--- src/rtl/saa_result_drain.sv ---
// saa_result_drain: streams the N*N result matrix C from memory out over a valid/ready port
// after the accelerator's completion edge. Define DRAIN_CHECKSUM_EN for a running checksum.
module saa_result_drain #(
  parameter int N      = 5,
  parameter int DATA_W = 16,
  parameter int ADDR_W = 8,
  localparam int RC_W  = (N > 1) ? $clog2(N) : 1,
  localparam int K_W   = (N > 1) ? $clog2(N * N) : 1
) (
  input  logic              clk,
  input  logic              rst,
  input  logic              complete,
  input  logic [ADDR_W-1:0] base_address_C,
  output logic              mem_rd_en,
  output logic [ADDR_W-1:0] mem_addr,
  input  logic [DATA_W-1:0] mem_rdata,
  output logic              out_valid,
  input  logic              out_ready,
  output logic [DATA_W-1:0] out_data,
  output logic [RC_W-1:0]   out_row,
  output logic [RC_W-1:0]   out_col,
  output logic              out_last,
  output logic              busy,
  output logic              done,
  output logic [DATA_W-1:0] checksum
);

  localparam logic [K_W-1:0]  K_LAST   = K_W'(N * N - 1);
  localparam logic [RC_W-1:0] COL_LAST = RC_W'(N - 1);

  typedef enum logic [2:0] {
    IDLE,
    ISSUE,
    CAPTURE,
    PRESENT,
    FINISH
  } state_t;

  state_t            state_q, state_d;
  logic              complete_q;
  logic [ADDR_W-1:0] base_q;
  logic [K_W-1:0]    k_q;
  logic [RC_W-1:0]   row_q, col_q;
  logic              arm;
  logic              start;
  logic              handshake;

  assign arm       = complete && !complete_q;
  assign start     = (state_q == IDLE) && arm;
  assign handshake = (state_q == PRESENT) && out_ready;
  assign mem_addr  = base_q + ADDR_W'(k_q);

  always_ff @(posedge clk) begin
    if (rst) state_q <= IDLE;
    else     state_q <= state_d;
  end

  always_comb begin
    state_d   = state_q;
    mem_rd_en = 1'b0;
    out_valid = 1'b0;
    busy      = 1'b1;
    done      = 1'b0;
    case (state_q)
      IDLE: begin
        busy = 1'b0;
        if (arm) state_d = ISSUE;
      end
      ISSUE: begin
        mem_rd_en = 1'b1;
        state_d   = CAPTURE;
      end
      CAPTURE: state_d = PRESENT;
      PRESENT: begin
        out_valid = 1'b1;
        if (out_ready) state_d = (k_q == K_LAST) ? FINISH : ISSUE;
      end
      FINISH: begin
        done    = 1'b1;
        state_d = IDLE;
      end
      default: begin
        busy    = 1'b0;
        state_d = IDLE;
      end
    endcase
  end

  // Edge detector resets high so a completion flag already asserted at reset release cannot arm.
  // Row/col are tracked as counters alongside k, avoiding a divider.
  always_ff @(posedge clk) begin
    if (rst) begin
      complete_q <= 1'b1;
      base_q     <= '0;
      k_q        <= '0;
      row_q      <= '0;
      col_q      <= '0;
      out_data   <= '0;
      out_row    <= '0;
      out_col    <= '0;
      out_last   <= 1'b0;
    end else begin
      complete_q <= complete;
      if (start) begin
        base_q <= base_address_C;
        k_q    <= '0;
        row_q  <= '0;
        col_q  <= '0;
      end
      if (state_q == CAPTURE) begin
        out_data <= mem_rdata;
        out_row  <= row_q;
        out_col  <= col_q;
        out_last <= (k_q == K_LAST);
      end
      if (handshake && (k_q != K_LAST)) begin
        k_q <= k_q + 1'b1;
        if (col_q == COL_LAST) begin
          col_q <= '0;
          row_q <= row_q + 1'b1;
        end else begin
          col_q <= col_q + 1'b1;
        end
      end
    end
  end

`ifdef DRAIN_CHECKSUM_EN
  logic [DATA_W-1:0] sum_q;

  // Final sum stays put after done until the next drain starts.
  always_ff @(posedge clk) begin
    if (rst)            sum_q <= '0;
    else if (start)     sum_q <= '0;
    else if (handshake) sum_q <= sum_q + out_data;
  end

  assign checksum = sum_q;
`else
  assign checksum = '0;
`endif

endmodule

--- config.mk ---
export PLATFORM = sky130hd
export DESIGN_NAME = saa_result_drain
export DESIGN_NICKNAME = d
export VERILOG_FILES = /design/src/rtl/saa_result_drain.sv
export SDC_FILE = /design/constraint.sdc
export NUM_CORES = 1
export LEC_CHECK = 0
export ABC_CLOCK_PERIOD_IN_PS = 5000
export BUFFER_PORTS_ARGS = -buffer_cell sky130_fd_sc_hd__buf_4
export CORE_AREA = 2 2 83 85
export DETAILED_ROUTE_END_ITERATION = 7
export DIE_AREA = 0 0 85 87
export PLACE_DENSITY = 0.63
export SYNTH_ARGS = -nofsm -noshare
export SYNTH_HDL_FRONTEND = slang
export SYNTH_SLANG_ARGS = --single-unit
--- constraint.sdc ---
create_clock -name clk -period 5 [get_ports clk]
set_input_delay 0.75 -clock clk [delete_from_list [all_inputs] [get_ports clk]]
set_output_delay 0.75 -clock clk [all_outputs]
set_load 0.02 [all_outputs]
Word level (Yosys, flattened, before mapping)

Cells that the tools add are included.

$add $sub $neg: 4
Equal/unequal tests: 9
Mux-type cells: 16
Reduce and logical (&&, ||, !) cells: 9

Operator list:

| kind                | number |
|---|---|
| $mux 3              | 9 |
| $pmux 3 s4          | 1 |
| $mux 5              | 2 |
| $add 8x5->8         | 1 |
| $add 3x1->3 const B | 2 |
| $eq 3x2->1 const B  | 2 |
| $eq 3x3->1 const B  | 2 |
| $add 5x1->5 const B | 1 |
| $eq 5x5->1 const B  | 1 |
| $ne 5x5->1 const B  | 1 |
| $logic_and 1x1->1   | 4 |
| $mux 1              | 4 |
| $ne 2x2->1 const B  | 2 |
| $reduce_or 4->1     | 1 |
| $eq 3x1->1 const B  | 1 |
| $logic_not 3->1     | 1 |
| $reduce_and 2->1    | 1 |
| $reduce_bool 2->1   | 1 |
| $logic_not 1->1     | 1 |

Bits in registers: 46
Input bits: 28
Output and inout port bits: 51
Logic and storage cells: 48

Logic depth before layout (Yosys ltp)

Gate-level depths: netlist of run 1.

Depth after elaboration: 6
Depth in mapped cells: 7
Depth with buffers taken out: 7

Least setup slack after synthesis of run 1

No wires, ideal clock.

Path kind: register to output
Start point: register k_q[1]
End point: output port mem_addr[7]
Arrival: 1.748 ns
Required time: 4.250 ns
Setup slack: 2.502 ns
Stages on the path, launching flop included: 6
Buffers on the path: 0
Cells stage by stage: dfxtp_1 ha_1 a21oi_1 o21ai_0 or4b_2 nand4_1

Word-level cells in the longest chain between the ends: 1

RTL lines:

| element                  | line | source |
|---|---|---|
| start: declaration       | 42   | `logic [K_W-1:0] k_q;` |
| start signal: assignment | 117  | `k_q <= k_q + 1'b1;` |
| $add 8x5->8              | 51   | `assign mem_addr = base_q + ADDR_W'(k_q);` |
| end: declaration         | 15   | `output logic [ADDR_W-1:0] mem_addr,` |

Every way passes these cells.

Worst setup path in the final report of run 1

Same ends and word-level chain as after synthesis.

==> results.toml, run 1 <==
[sta]
tightest_slew_ns = 0.9839
slew_violations = 0
hold_viol_final = 0
max_freq_mhz = 328.0
hold_slack_ns = 0.4578
slew_headroom_pct = 34.40
post-route-min-period_ns = 3.049
rsz0062_at_grt = "no"
finalClockSkew_ns = 0.009675
finalCritPeriodShare_pct = 60.98
setup_violations = 0
setup_slack_ns = 1.951
timing.setup.tns_ns = 0

[synthesis]
synthAdderAreaFrac_pct = 6.580
synth-edff-count = 0
synth.area.top_cells = "dfxtp_1 (42%), nand2_1 (12%), a21oi_1 (10%), ha_1 (5.7%), buf_4 (5.4%)"
ys_seq_elements = 46
netlist_instances = 282
synth_top_family_by_area = "simple AND/OR/NAND/NOR gates"
yosysSeqAreaShare_pct = 41.75
syn_avg_cell_area_um2 = 7.822
synth-simple-area-share_pct = 25.13
synthArstFlopShare_pct = 0
yosysWarningCount = 0
ys_types = 36
synth_xor_xnor_area_share_pct = 1.985
synth_most_common_cell = "nand2_1"
synthMuxAreaShare_pct = 0
syn_area_um2 = 2206
yosys_most_used_dff = "dfxtp_1"
synth_compound_area_share_pct = 14.80
yosys-top-cells-count = "nand2_1 (72), dfxtp_1 (46), a21oi_1 (45)"
synth_area_leader_cell = "dfxtp_1"
synth.top_cell.area_share_pct = 41.75

[routing]
drtAntennaViolNets = 0
routed_via_density = 4.756
drtIter0Drc = 89
route.detailed.drc = 0
routedWlPerCell_um = 11.86
routed-wl-met2_um = 2127
dr.pass1.iters = 4
routed_wl_um = 4959
dr_wl_met3_um = 431
wl_met1_um = 2338
vias = 1988
topRoutingLayerUsed = "met4"

[global_route]
grt_pass1_wl_um = 8169
antenna_found_initial = 0
grt_max_degree = 47
grt_pass1_vias = 1834
overflow = 0
grt_usage_pct = 13.58

[cts]
cts_hold_buf = 0
cts_resized = 0
cts_setup_buffers = 0
clk_latency_ns = 0.30
cts_root_buf = "clkbuf_8"
cts_max_level = 2
numCtsBuffers = 5
clock_path_buffers = 2
cts_sinks = 46
clkTransAtPathRegs_ns = 0.09
cts_tree = "done"

[power]
leakage_nw = 1.132
irDropWorstVdd_mv = 0.1694
p_per_area_nw_per_um2 = 256.5

[status]
status = "finished clean"

[setup_path]
required_ns = 4.25
r2r_setup_slack_ns = 2.87
worst_setup_path_end_kind = "output port"
worstPathMaxFanout = 5
startpoint_type = "register"
arrival_ns = 2.30
crit_type = "reg2out"

[placement]
dp_cells = 410
placedInstanceArea_um2 = 2658
post-dp-hpwl_um = 3427
port_buffers = 62
dp_slack_ns = 2.317
finalWeightedCongestion = 0.7809

[die]
rows = 30
die_h_um = 87
dieArea_um2 = 7395
initial_utilization_pct = 33.58
ioPinCount = 79
core_area_um2 = 6569
die_w_um = 85

[final_layout]
antennaDiodeCount = 0
nNetsFinal = 376
areaGrowthSynthToFinish_pct = 24.39
design_area_um2 = 2744
drive_above_1_share_pct = 21.89
stdcell_count = 418

[min_path]
holdCritPathClass = "reg2reg"

[flow_run]
cap_violations = 0
power by group:
part	total, mW	internal, mW	switching [mW]
clock network	0.227	0.0988	0.128
logic	0.0946	0.0370	0.0577
registers	0.383	0.376	0.00704
total	0.704	0.511	0.192
state kept, by name (all words and copies together), names as in the netlist:
signal      cells
complete_q      1
out_data       16
state_q         3
base_q          8
row_q           3
k_q             5
out_row         3
out_col         3
out_last        1
col_q           3
layout make-up:
type                            count  area (um2)
Inverter                            9       33.78
Clock inverter                      2       13.76
Clock buffer                        6       72.57
Sequential cell                    46       920.9
Tap cell                           80       100.1
Fill cell                         674        3825
Multi-Input combinational cell    212        1130
Timing Repair Buffer               63       473.0
critical path: stages (launching register included):
cell     delay [ns]
dfxtp_1        0.42
ha_1           0.26
a21oi_1        0.25
o21ai_0        0.19
or4b_2         0.64
nand4_1        0.11
buf_4          0.14
metrics by stage:
step	util (%)	power, mW
floorplan	-	0.4559
global placement	40.46	0.4849
detailed placement	40.46	0.4867
CTS	41.77	0.7154
global route	41.77	0.7396
finish	41.77	0.7038
worst paths after layout:
path                                           startpoint                         to  depth (start not counted)
worst max-delay path                  k_q[1]$_SDFFE_PP0P_                mem_addr[7]                          6
worst max register to register        k_q[0]$_SDFFE_PP0P_        row_q[2]$_SDFF_PP0_                          6
worst min register to register  out_data[15]$_SDFFE_PP0N_  out_data[15]$_SDFFE_PP0N_                          2
worst min-delay path            out_data[15]$_SDFFE_PP0N_  out_data[15]$_SDFFE_PP0N_                          2
layout by cell type (no fill, tap or decap), drive strengths merged, types with 3 or more instances in the layout:
| master | Yosys | routed |
|---|---|---|
| a21oi | 45 | 45 |
| a311oi | 3 | 3 |
| and2 | 3 | 3 |
| buf | 20 | 63 |
| clkbuf | 10 | 6 |
| conb | 1 | 16 |
| dfxtp | 46 | 46 |
| ha | 10 | 10 |
| inv | 9 | 9 |
| nand2 | 72 | 72 |
| nand2b | 4 | 4 |
| nand3 | 10 | 10 |
| nor2 | 9 | 9 |
| nor3 | 3 | 3 |
| o211ai | 3 | 3 |
| o21ai | 7 | 7 |
| or3 | 4 | 4 |
| xnor2 | 3 | 3 |
metal layers:
metal	vias up	global-route usage (%)
li1	1024	-
met3	6	5.308
met2	63	21.45
met5	-	0
met1	895	17.03
met4	0	4.473
cells by family after synthesis:
family,Yosys count
AND/OR/NAND/NOR,120
buffers and inverters,39
flip-flops,46
other,1
adder cells (fa/ha/maj),11
AO/OA/AOI/OAI,60
XOR/XNOR,5
(Power assumes the default switching activity.)
==> run 2, diff against run 1 <==
--- a/config.mk
+++ b/config.mk
@@ -5,7 +5,7 @@
 export SDC_FILE = /design/constraint.sdc
 export NUM_CORES = 1
 export LEC_CHECK = 0
-export ABC_CLOCK_PERIOD_IN_PS = 5000
+export ABC_CLOCK_PERIOD_IN_PS = 2900
 export BUFFER_PORTS_ARGS = -buffer_cell sky130_fd_sc_hd__buf_4
 export CORE_AREA = 2 2 83 85
 export DETAILED_ROUTE_END_ITERATION = 7
==> constraint.sdc (replaced) <==
create_clock -name clk -period 2.9 [get_ports clk]
set_input_delay 0.435 -clock clk [delete_from_list [all_inputs] [get_ports clk]]
set_output_delay 0.435 -clock clk [all_outputs]
set_load 0.02 [all_outputs]
==> run 2 against run 1 <==
Net effect:
- first-iteration DRC count is 30% lower
- clock skew decreased by 0.0016 ns
- count of clock-buffer cells in the layout did not move
- worst hold slack lost 0.12 ns
- combinational power grew 74%
- sequential cell count unchanged
- global-route usage decreased by 0.59 points
- cell area grew 0.55%
- wire length decreased by 2.7%
- critical path type unchanged
==> results.toml, run 2 (synthesized netlist as in run 1, its figures left out) <==
[global_route]
antenna_found_initial = 0
grt_pass1_wl_um = 7886
grt_pass1_vias = 1830
grt_usage_pct = 12.99
grt_max_degree = 47
overflow = 0

[sta]
setup_violations = 0
slew_headroom_pct = 43.72
max_freq_mhz = 371.8
hold_viol_final = 0
setup_slack_ns = 0.2102
finalClockSkew_ns = 0.008035
tightest_slew_ns = 0.8372
finalCritPeriodShare_pct = 92.75
slew_violations = 0
post-route-min-period_ns = 2.690
rsz0062_at_grt = "no"
timing.setup.tns_ns = 0

[placement]
port_buffers = 62
dp_slack_ns = 0.5384
finalWeightedCongestion = 0.7975
post-dp-hpwl_um = 3426

[setup_path]
critPathBufInv = 1
max_stage_delay_ns = 0.62
worst_setup_path_end_kind = "output port"
arrival_ns = 2.25
cp_slowest_cell = "or4b_2"
worstPathCellList = "ha_1 -> a21oi_1 -> o21ai_0 -> or4b_2 -> nand4_1 -> buf_4"
crit_family = "simple AND/OR/NAND/NOR gates"
crit_type = "reg2out"
worstPathMaxFanout = 5
required_ns = 2.47
startpoint_type = "register"

[power]
p_per_area_nw_per_um2 = 438.5
irDropWorstVdd_mv = 0.2177
leakage_nw = 1.142
finalPower_mw = 1.210

[routing]
drtAntennaViolNets = 0
vias = 1973
routed_wl_um = 4823
route.detailed.drc = 0
drtIter0Drc = 62
routed_via_density = 4.698
dr.pass1.iters = 4
routedWlPerCell_um = 11.48

[cts]
cts_tree = "done"
cts_max_level = 2
cts_sinks = 46
cts_setup_buffers = 0
cts_root_buf = "clkbuf_8"
cts_resized = 0
clk_latency_ns = 0.30
clock_path_buffers = 2
cts_hold_buf = 0
clkTransAtPathRegs_ns = 0.08
numCtsBuffers = 5

[min_path]
holdCritPathClass = "in2reg"

[final_layout]
final_common_cell = "nand2_1"
antennaDiodeCount = 0
nNetsFinal = 378
top_register = "out_data"
mostFrequentLayoutCells = "nand2_1 (72), buf_4 (65), dfxtp_1 (46)"
areaGrowthSynthToFinish_pct = 25.07
largest_registers = "out_data: 16 flops, base_q: 8 flops, k_q: 5 flops"
drive_above_1_share_pct = 22.35
largest_reg_flops = 16

[die]
initial_utilization_pct = 33.58
core_area_um2 = 6569
rows = 30
dieArea_um2 = 7395
ioPinCount = 79
die_h_um = 87
die_w_um = 85

[status]
status = "finished clean"

[flow_run]
cap_violations = 0
## run 2: stage by stage
stage	hold slack, ns	cell area, um2	cells	util [%]
2_1_floorplan	0.4406	2262	297	-
3_3_place_gp	0.4424	2673	412	40.69
3_5_place_dp	0.4485	2673	412	40.69
4_1_cts	0.3316	2759	420	42.00
5_1_grt	0.3310	2759	420	42.00
6_report	0.3379	2759	420	42.00
## run 2: layer usage
layer | vias to the layer above | wire (um) | GRT usage (%)
met5 | - | 0 | 0
met3 | 7 | 447 | 5.118
met1 | 875 | 2237 | 15.93
met4 | 0 | 65 | 4.762
met2 | 62 | 2072 | 20.67
li1 | 1029 | - | -
## run 2: path summary, 6_finish.rpt
kind,start,endpoint,slack (ns),depth (start not counted)
setup / recovery,k_q[1]$_SDFFE_PP0P_,mem_addr[7],0.21,6
setup reg to reg,k_q[0]$_SDFFE_PP0P_,row_q[2]$_SDFF_PP0_,0.82,6
hold / removal,complete,complete_q$_SDFF_PP1_,0.34,2
hold reg to reg,out_data[15]$_SDFFE_PP0N_,out_data[15]$_SDFFE_PP0N_,0.46,2
## run 2: power breakdown
part | switching [mW] | internal [mW]
clock | 0.215 | 0.170
sequential | 0.0122 | 0.648
combinational | 0.0987 | 0.0661
## run 2: final cells by class
type,instances,area (um2)
clock inverter,2,13.76
fill,682,3810
sequential,46,920.9
inverter,9,33.78
timing repair buffer,65,488.0
multi-input combinational,212,1130
tap,80,100.1
clock buffer,6,72.57
==> run 3, diff against run 2 <==
--- a/config.mk
+++ b/config.mk
@@ -10,7 +10,7 @@
 export CORE_AREA = 2 2 83 85
 export DETAILED_ROUTE_END_ITERATION = 7
 export DIE_AREA = 0 0 85 87
-export PLACE_DENSITY = 0.63
 export SYNTH_ARGS = -nofsm -noshare
 export SYNTH_HDL_FRONTEND = slang
 export SYNTH_SLANG_ARGS = --single-unit
+export TNS_END_PERCENT = 5
==> run 3 against run 2 <==
Net effect:
- maximum frequency grew 1.3%
- core utilization is the same
- die area is the same
- sequential power is essentially flat
- clock power is essentially flat
- cell area is the same
- register-to-register slack lost 0.06 ns
- largest power group unchanged
- cell count is the same
- worst hold slack gained 0.0029 ns
- clock skew grew 0.0043 ns
- wire length grew 2.2%
- critical endpoint unchanged
==> results.toml, run 3 (synthesized netlist as in run 1, its figures left out) <==
[status]
status = "finished clean"

[die]
dieArea_um2 = 7395
die_h_um = 87
core_area_um2 = 6569
die_w_um = 85
initial_utilization_pct = 33.58
rows = 30
ioPinCount = 79

[sta]
tightest_slew_ns = 0.7797
timing.setup.tns_ns = 0
post-route-min-period_ns = 2.655
slew_headroom_pct = 47.59
slew_violations = 0
setup_violations = 0
finalClockSkew_ns = 0.01230
hold_viol_final = 0
max_freq_mhz = 376.6
rsz0062_at_grt = "no"
hold_slack_ns = 0.3408
setup_slack_ns = 0.2447
finalCritPeriodShare_pct = 91.56

[power]
p_per_area_nw_per_um2 = 437.3
irDropWorstVdd_mv = 0.2352
leakage_nw = 1.142
finalPower_mw = 1.206

[global_route]
overflow = 0
grt_max_degree = 47
grt_pass1_vias = 1883
antenna_found_initial = 0
grt_usage_pct = 13.62
grt_pass1_wl_um = 8293

[setup_path]
max_stage_delay_ns = 0.62
cp_slowest_cell = "or4b_2"
arrival_ns = 2.22
worst_setup_path_end_kind = "output port"
crit_type = "reg2out"
worstPathCellList = "ha_1 -> a21oi_1 -> o21ai_0 -> or4b_2 -> nand4_1 -> buf_4"
r2r_setup_slack_ns = 0.76
worstPathMaxFanout = 5
critPathBufInv = 1
startpoint_type = "register"
required_ns = 2.47
crit_family = "simple AND/OR/NAND/NOR gates"

[cts]
cts_setup_buffers = 0
cts_tree = "done"
numCtsBuffers = 5
cts_sinks = 46
cts_root_buf = "clkbuf_8"
clock_path_buffers = 2
cts_resized = 0
cts_hold_buf = 0
clk_latency_ns = 0.30
cts_max_level = 2
clkTransAtPathRegs_ns = 0.08

[routing]
drtIter0Drc = 107
routed_wl_um = 4931
dr.pass1.iters = 4
route.detailed.drc = 0
routedWlPerCell_um = 11.74
vias = 2001
drtAntennaViolNets = 0
routed_via_density = 4.764

[final_layout]
largest_reg_flops = 16
nNetsFinal = 378
stdcell_count = 420
top_register = "out_data"
largest_registers = "out_data: 16 flops, base_q: 8 flops, k_q: 5 flops"
drive_above_1_share_pct = 22.35
final_common_cell = "nand2_1"
areaGrowthSynthToFinish_pct = 25.07
mostFrequentLayoutCells = "nand2_1 (72), buf_4 (65), dfxtp_1 (46)"
antennaDiodeCount = 0

[flow_run]
cap_violations = 0

[placement]
port_buffers = 62
finalWeightedCongestion = 0.8046
post-dp-hpwl_um = 3522
dp_slack_ns = 0.5751
dp_cells = 412

[min_path]
holdCritPathClass = "in2reg"
## run 3: cell counts in the layout (fill, tap and decap cells not counted)
No cell type changed its count.
## run 3: path summary, 6_finish.rpt
| path | from | end | depth (start not counted) |
|---|---|---|---|
| worst max register to register | k_q[1]$_SDFFE_PP0P_ | row_q[2]$_SDFF_PP0_ | 6 |
| worst min register to register | out_data[2]$_SDFFE_PP0N_ | out_data[2]$_SDFFE_PP0N_ | 2 |
| worst min-delay path | complete | complete_q$_SDFF_PP1_ | 2 |
| worst max-delay path | k_q[1]$_SDFFE_PP0P_ | mem_addr[7] | 6 |
## run 3: metrics by stage
stage	area, um2	util [%]
after CTS	2759	42.00
after global placement	2673	40.69
after floorplan	2262	-
after global routing	2759	42.00
final	2759	42.00
after detailed placement	2673	40.69
## run 3: where the power goes
group	switching [mW]	total [mW]	internal (mW)
registers	0.0120	0.660	0.648
clock network	0.211	0.382	0.170
logic	0.0992	0.165	0.0661
total	0.323	1.21	0.884
## run 3: cell type report
type,count,area [um2]
inverters,9,33.78
multi-input cells,212,1130
fillers,673,3810
clock buffers,6,72.57
flip-flops and latches,46,920.9
well taps,80,100.1
clock inverters,2,13.76
repair buffers,65,488.0
## run 3: worst register-to-register path, cell delays in order (launching register included)
cell and delay, ns:
dfxtp_1 0.40, inv_1 0.11, ha_1 0.19, and4b_1 0.27, or2_1 0.41, or3_1 0.41
a311oi_1 0.26
## run 3: routing by layer
| layer | share of wire, % | track usage [%] | wire length (um) | vias up |
|---|---|---|---|---|
| met5 | 0 | 0 | 0 | - |
| met4 | 1.3 | 4.906 | 63 | 0 |
| met3 | 8.3 | 5.213 | 411 | 8 |
| met2 | 44 | 22.02 | 2167 | 62 |
| met1 | 46 | 16.55 | 2288 | 903 |
| li1 | - | - | - | 1028 |
